==> src/rtl/pcpu_run_ctrl_pkg.sv <==
// pcpu_run_ctrl_pkg: shared opcodes, state encodings and PCPU select codes for the run controller
package pcpu_run_ctrl_pkg;
  localparam logic [4:0] HALT_OP_DEF = 5'b00001;
  localparam int STEP_W_DEF = 16;
  localparam logic [3:0] SEL_WB_IR = 4'd4;
  typedef enum logic [2:0] {
    OP_STATUS, OP_WR_IMEM, OP_WR_DMEM, OP_RD_DMEM, OP_RD_GR, OP_RUN, OP_STEP, OP_STOP
  } cmd_op_e;
  typedef enum logic [3:0] {
    S_RST0, S_RST1, S_IDLE, S_WRITE, S_RD1, S_RD2, S_GR, S_GO, S_RUN, S_STEP
  } state_e;
  function automatic logic [15:0] status_word(input logic halted, input logic running, input logic [7:0] pc);
    return {halted, running, 6'b0, pc};
  endfunction
endpackage

==> src/rtl/pcpu_mem_mux.sv <==
// pcpu_mem_mux: hands the imem/dmem ports to the CPU while it runs, to the controller otherwise
module pcpu_mem_mux (
  input  logic        cpu_own,
  input  logic [7:0]  ctl_addr,
  input  logic [15:0] ctl_wdata,
  input  logic        ctl_imem_we,
  input  logic        ctl_dmem_we,
  input  logic [7:0]  cpu_i_addr,
  input  logic [7:0]  cpu_d_addr,
  input  logic [15:0] cpu_d_dout,
  input  logic        cpu_d_we,
  output logic [7:0]  imem_addr,
  output logic [15:0] imem_wdata,
  output logic        imem_we,
  output logic [7:0]  dmem_addr,
  output logic [15:0] dmem_wdata,
  output logic        dmem_we
);
  assign imem_addr  = cpu_own ? cpu_i_addr : ctl_addr;
  assign imem_wdata = ctl_wdata;
  assign imem_we    = !cpu_own && ctl_imem_we;
  assign dmem_addr  = cpu_own ? cpu_d_addr : ctl_addr;
  assign dmem_wdata = cpu_own ? cpu_d_dout : ctl_wdata;
  assign dmem_we    = cpu_own ? cpu_d_we : ctl_dmem_we;
endmodule

==> src/rtl/pcpu_run_ctrl.sv <==
// pcpu_run_ctrl: host command sequencer that loads, runs, steps, stops and inspects the PCPU
module pcpu_run_ctrl
  import pcpu_run_ctrl_pkg::*;
#(
  parameter logic [4:0] HALT_OP = HALT_OP_DEF,
  parameter int STEP_W = STEP_W_DEF
) (
  input  logic        clock,
  input  logic        reset,
  input  logic        cmd_valid,
  output logic        cmd_ready,
  input  logic [2:0]  cmd_op,
  input  logic [7:0]  cmd_addr,
  input  logic [15:0] cmd_data,
  output logic        rsp_valid,
  output logic [15:0] rsp_data,
  output logic        rsp_err,
  output logic        cpu_reset,
  output logic        cpu_enable,
  output logic        cpu_start,
  output logic        cpu_show_gr,
  output logic [3:0]  cpu_select_y,
  input  logic [15:0] cpu_y,
  input  logic [7:0]  cpu_i_addr,
  input  logic [7:0]  cpu_d_addr,
  input  logic [15:0] cpu_d_dout,
  input  logic        cpu_d_we,
  output logic [7:0]  imem_addr,
  output logic [15:0] imem_wdata,
  output logic        imem_we,
  output logic [7:0]  dmem_addr,
  output logic [15:0] dmem_wdata,
  output logic        dmem_we,
  input  logic [15:0] dmem_rdata
);
  state_e state, nxt;
  cmd_op_e op_q, op_in;
  logic [7:0] addr_q, last_pc;
  logic [15:0] data_q, rsp_d_n;
  logic [STEP_W-1:0] step_cnt;
  logic halted, stop_pend, acc, running, halt_hit, step_end, rsp_v_n, rsp_e_n;
  logic ctl_imem_we, ctl_dmem_we;
  assign op_in    = cmd_op_e'(cmd_op);
  assign acc      = cmd_valid && cmd_ready;
  assign running  = state inside {S_GO, S_RUN, S_STEP};
  assign halt_hit = (state == S_RUN || state == S_STEP) && cpu_y[15:11] == HALT_OP;
  assign step_end = state == S_STEP && step_cnt == STEP_W'(1);
  always_ff @(posedge clock or posedge reset)
    if (reset) begin
      state     <= S_RST0;
      op_q      <= OP_STATUS;
      addr_q    <= '0;
      data_q    <= '0;
      step_cnt  <= '0;
      halted    <= 1'b0;
      stop_pend <= 1'b0;
      last_pc   <= '0;
      rsp_valid <= 1'b0;
      rsp_data  <= '0;
      rsp_err   <= 1'b0;
    end else begin
      state     <= nxt;
      rsp_valid <= rsp_v_n;
      rsp_data  <= rsp_d_n;
      rsp_err   <= rsp_e_n;
      if (running) last_pc <= cpu_i_addr;
      if (state == S_STEP) step_cnt <= step_cnt - STEP_W'(1);
      if (halt_hit) halted <= 1'b1;
      if (state == S_RST1) stop_pend <= 1'b0;
      if (acc && state == S_IDLE) begin
        op_q   <= op_in;
        addr_q <= cmd_addr;
        data_q <= cmd_data;
        if (op_in == OP_RUN || op_in == OP_STOP || (op_in == OP_STEP && cmd_data != '0)) halted <= 1'b0;
        if (op_in == OP_RUN) step_cnt <= '0;
        if (op_in == OP_STEP) step_cnt <= STEP_W'(cmd_data);
        if (op_in == OP_STOP) stop_pend <= 1'b1;
      end
    end
  // A run ends on halt, step exhaustion or STOP; halt takes precedence in the reported flags
  always_comb begin
    nxt     = state;
    rsp_v_n = 1'b0;
    rsp_e_n = 1'b0;
    rsp_d_n = '0;
    case (state)
      S_RST0: nxt = S_RST1;
      S_RST1: begin
        nxt     = S_IDLE;
        rsp_v_n = stop_pend;
        rsp_d_n = status_word(1'b0, 1'b0, last_pc);
      end
      S_IDLE:
        if (acc)
          case (op_in)
            OP_STATUS: begin
              rsp_v_n = 1'b1;
              rsp_d_n = status_word(halted, 1'b0, last_pc);
            end
            OP_WR_IMEM, OP_WR_DMEM: nxt = S_WRITE;
            OP_RD_DMEM: nxt = S_RD1;
            OP_RD_GR: nxt = S_GR;
            OP_RUN: nxt = S_GO;
            OP_STEP: begin
              nxt     = cmd_data == '0 ? S_IDLE : S_GO;
              rsp_v_n = cmd_data == '0;
              rsp_e_n = cmd_data == '0;
            end
            default: nxt = S_RST0;
          endcase
      S_WRITE: begin
        nxt     = S_IDLE;
        rsp_v_n = 1'b1;
        rsp_d_n = data_q;
      end
      S_RD1: nxt = S_RD2;
      S_RD2: begin
        nxt     = S_IDLE;
        rsp_v_n = 1'b1;
        rsp_d_n = dmem_rdata;
      end
      S_GR: begin
        nxt     = S_IDLE;
        rsp_v_n = 1'b1;
        rsp_d_n = cpu_y;
      end
      S_GO: nxt = step_cnt != '0 ? S_STEP : S_RUN;
      default:
        if (halt_hit || step_end || (acc && op_in == OP_STOP)) begin
          nxt     = S_IDLE;
          rsp_v_n = 1'b1;
          rsp_d_n = status_word(halt_hit, 1'b0, cpu_i_addr);
        end else if (acc) begin
          rsp_v_n = 1'b1;
          rsp_e_n = op_in != OP_STATUS;
          rsp_d_n = op_in == OP_STATUS ? status_word(halted, 1'b1, last_pc) : '0;
        end
    endcase
  end
  always_comb begin
    cmd_ready    = state == S_IDLE || state == S_RUN || state == S_STEP;
    cpu_reset    = state == S_RST0 || state == S_RST1;
    cpu_enable   = running;
    cpu_start    = state == S_GO;
    cpu_show_gr  = state == S_GR;
    cpu_select_y = state == S_GR ? {1'b0, addr_q[2:0]} : (state == S_RUN || state == S_STEP) ? SEL_WB_IR : 4'd0;
    ctl_imem_we  = state == S_WRITE && op_q == OP_WR_IMEM;
    ctl_dmem_we  = state == S_WRITE && op_q == OP_WR_DMEM;
  end
  pcpu_mem_mux u_mux (
    .cpu_own    (running),
    .ctl_addr   (addr_q),
    .ctl_wdata  (data_q),
    .ctl_imem_we(ctl_imem_we),
    .ctl_dmem_we(ctl_dmem_we),
    .cpu_i_addr (cpu_i_addr),
    .cpu_d_addr (cpu_d_addr),
    .cpu_d_dout (cpu_d_dout),
    .cpu_d_we   (cpu_d_we),
    .imem_addr  (imem_addr),
    .imem_wdata (imem_wdata),
    .imem_we    (imem_we),
    .dmem_addr  (dmem_addr),
    .dmem_wdata (dmem_wdata),
    .dmem_we    (dmem_we)
  );
endmodule

==> config.mk <==
export PLATFORM = sky130hd
export DESIGN_NAME = pcpu_run_ctrl
export DESIGN_NICKNAME = d
export VERILOG_FILES = /design/src/rtl/pcpu_run_ctrl_pkg.sv /design/src/rtl/pcpu_mem_mux.sv /design/src/rtl/pcpu_run_ctrl.sv
export SDC_FILE = /design/constraint.sdc
export NUM_CORES = 1
export LEC_CHECK = 0
export BUFFER_PORTS_ARGS = -buffer_cell sky130_fd_sc_hd__buf_2
export CORE_ASPECT_RATIO = 0.6
export CORE_MARGIN = 4
export CORE_UTILIZATION = 50
export DETAILED_ROUTE_END_ITERATION = 7
export PLACE_DENSITY = 0.81
export SLEW_MARGIN = 30
export SYNTH_ARGS = -nofsm -noshare
export SYNTH_HDL_FRONTEND = slang
export SYNTH_HIERARCHICAL = 1
export SYNTH_SLANG_ARGS = --single-unit
==> constraint.sdc <==
create_clock -name clock -period 3.2 [get_ports clock]
set_input_delay 0.64 -clock clock [delete_from_list [all_inputs] [get_ports clock]]
set_output_delay 0.64 -clock clock [all_outputs]
set_load 0.005 [all_outputs]
==> reports/metrics.csv <==
stage;metric;value;unit
outcome;status;complete, no violations;
timing;Hold Slack;418;ps
cts;TritonCTS Buffers;9;
cts;Worst-path clk slew;60;ps
cts;Clock Path Buffers;2;
cells_and_area;Antenna Cells;0;
floorplanning;die width;131;microns
pwr;leakage power;2.82;nW
cts;Post-CTS Hold Buffers;0;
placement;routability congestion estimate;0.916;
grt;GRT overflow;0;
worst_setup_path;CP Max Fanout;16;
synth;sequential fraction of the synthesis area;41.4;%
worst_setup_path;Worst path slowest cell;dfrtp_1;
floorplanning;DIE AREA;10700;sq um
synth;ys flop type;dfrtp_1;
timing;unrepaired setup endpoints after global routing;false;
synth;top cells by area, synth;dfrtp_1, mux2_4, mux2_2;
placement;PortBufs;170;
timing;Clock Skews;7.58;ps
placement;placed cell area;5440;sq um
cts;H-tree levels;3;
worst_setup_path;Critical Path Start Type;register;
cells_and_area;fin nets;670;
worst_setup_path;Crit Path Class;register to primary output;
synth;#FFs+latches synth;75;
placement;worst slack at placement;628;ps
worst_setup_path;highest cell delay on the worst timing path;720;ps
synth;Mapped Area;4530;sq um
worst_setup_path;Critical Path RT;2560;ps
synth;share of Yosys cell area claimed by the top area cell type;41.4;%
route;vias;4112;
grt;first-pass GRT wire length;21.8;mm
synth;leading area contributor after synthesis;dfrtp_1;
floorplanning;Die Y;81.7;microns
pwr;P per Cell Area;927;nW/um^2
synth;Mapped Cells;414;
synth;mean area per synthesized cell;10.9;sq um
flow_run;Max Cap Viol;0;
timing;achievable clock frequency;0.333;GHz
timing;post-layout min period;3000;ps
cells_and_area;Layout area overhead;27.6;%
timing;Final WS setup;196;ps
synth;Yosys warnings;6;
grt;antenna violations before repair;0;
route;DRT Pass-1 Iters;8;
route;ANT nets after route;0;
grt;maximum number of pins on one net before global-route repair;45;
route;DRT Wirelength;14.3;mm
grt;GRT Total Usage;27.0;%
synth;synth unique cells;62;
route;detailed router's first-iteration violation count;404;
cts;CTS tree;built;
worst_setup_path;endpoint type of the worst setup path;primary output;
pwr;Worst VDD drop;0.643;mV
floorplanning;placeable core region;8650;sq um
cells_and_area;cell area after layout;5780;sq um
timing;Final Hold Fails;0;
min_path;worst min path class;input pin to async pin;
cts;Root Buffer;clkbuf_16;
floorplanning;Rows;26;
cells_and_area;final core utilization;66.8;%
cts;worst-skew pair later-pin latency;340;ps
placement;DP HPWL;10.9;mm
worst_setup_path;Worst Path Arrival;2360;ps
route;routed vias/inst;5.97;
timing;final period utilization;93.9;%
synth;asr flop ratio synth;100;%
worst_setup_path;worst-path cell chain;nor4bb_4 > buf_4 > nor4bb_1 > nor2b_1 > buf_2;
floorplanning;Initial Util;52.3;%
route;DR WL/cell;20.8;microns
timing;Final Max Slew Viols;0;
grt;vias in the first global route;3922;
timing;total negative slack;0;ps
route;DRC errors left;0;
floorplanning;I/O Pins;172;
timing;final setup vio count;0;
synth;Post-synth EDFFs;0;
timing;pin slew with the least headroom to its limit;793;ps
cts;post-CTS setup buffers;0;
cts;CTS Sinks;75;
synth;Mapped Nets;512;
cells_and_area;share of layout cells above drive strength 1;49.6;%
timing;Max-slew headroom;47.1;%
cts;post-cts sizing count;0;
cell families after synthesis:
logic type      synth area share (%)
compound gates                  12.6
xor+xnor                        3.09
fa+ha+maj                      0.829
buf+inv                         7.15
flops                           41.4
mux                             19.1
other cells                   0.0828
simple gates                    15.8
registers in the layout, summed over array words and instances, names as in the netlist:
register   flops
stop_pend      1
addr_q         8
last_pc        8
data_q        16
rsp_data      16
halted         1
rsp_valid      1
op_q           3
step_cnt      16
state          4
rsp_err        1
final timing paths:
path / start / to / slack [ps] / cells past startpoint
min in group clock: stop_pend$_DFF_PP0_ / stop_pend$_DFF_PP0_ / 490 / 2
setup reg to reg: state[0]$_DFFE_PP0P_ / rsp_data[0]$_DFF_PP0_ / 720 / 5
setup / recovery: state[0]$_DFFE_PP0P_ / imem_we / 200 / 5
hold reg to reg: stop_pend$_DFF_PP0_ / stop_pend$_DFF_PP0_ / 490 / 2
max in group asynchronous: reset / step_cnt[14]$_DFF_PP0_ / 2140 / 3
hold / removal: reset / rsp_data[13]$_DFF_PP0_ / 420 / 2
routing by layer:
metal | wire [microns] | vias up | track usage, %
met4 | 238 | 0 | 6.67
met1 | 6610 | 2032 | 40.9
li1 | - | 1823 | -
met3 | 1230 | 31 | 6.69
met5 | 0 | - | 0
met2 | 6210 | 226 | 38.7
final cells by class:
class,instances,area (sq um)
fill,677,2880
multi-input combinational,286,2360
sequential,75,1880
timing repair buffer,187,1000
clock buffer,11,243
tap,112,140
clock inverter,5,100
inverter,13,50.0
worst max-delay path: cells and delay by family (launching register included):
family	cells	cell delay, ps
buffers and inverters	2	370
flip-flops	1	720
AND/OR/NAND/NOR	3	930
synth_stat cells (4+ instances only):
cell type,count
dfrtp_1,75
mux2_2,38
nand2_1,38
mux2_4,29
o21ai_0,21
buf_4,17
nor2_1,15
clkbuf_1,14
inv_1,13
xnor2_1,11
a21oi_1,9
a222oi_1,9
a22oi_1,8
nor2b_1,6
nor3_1,6
nor4bb_1,6
a221o_1,5
and3_1,5
nand3_1,5
nor4_1,5
xor2_1,5
buf_2,4
nand3b_1,4
nand4_1,4
o211ai_1,4
per-stage QoR:
step                      std cells  power (W)
after floorplan                 414    0.00333
after global placement          673    0.00408
after detailed placement        673    0.00416
after CTS                       689    0.00535
after global routing            689    0.00566
final                           689    0.00536
cells in the final DEF (no fill, tap or decap), types with 11 or more instances in the layout:
cell type,n
buf_2,170
dfrtp_1,75
nand2_1,38
mux2_2,38
mux2_4,29
o21ai_0,21
nor2_1,15
buf_4,15
inv_1,11
xnor2_1,11
where the power goes:
group,internal [W],total [W],switching (W)
clock network,0.000780,0.00117,0.000390
registers,0.00137,0.00183,0.000460
logic,0.00130,0.00235,0.00105
(Power assumes the default switching activity.)
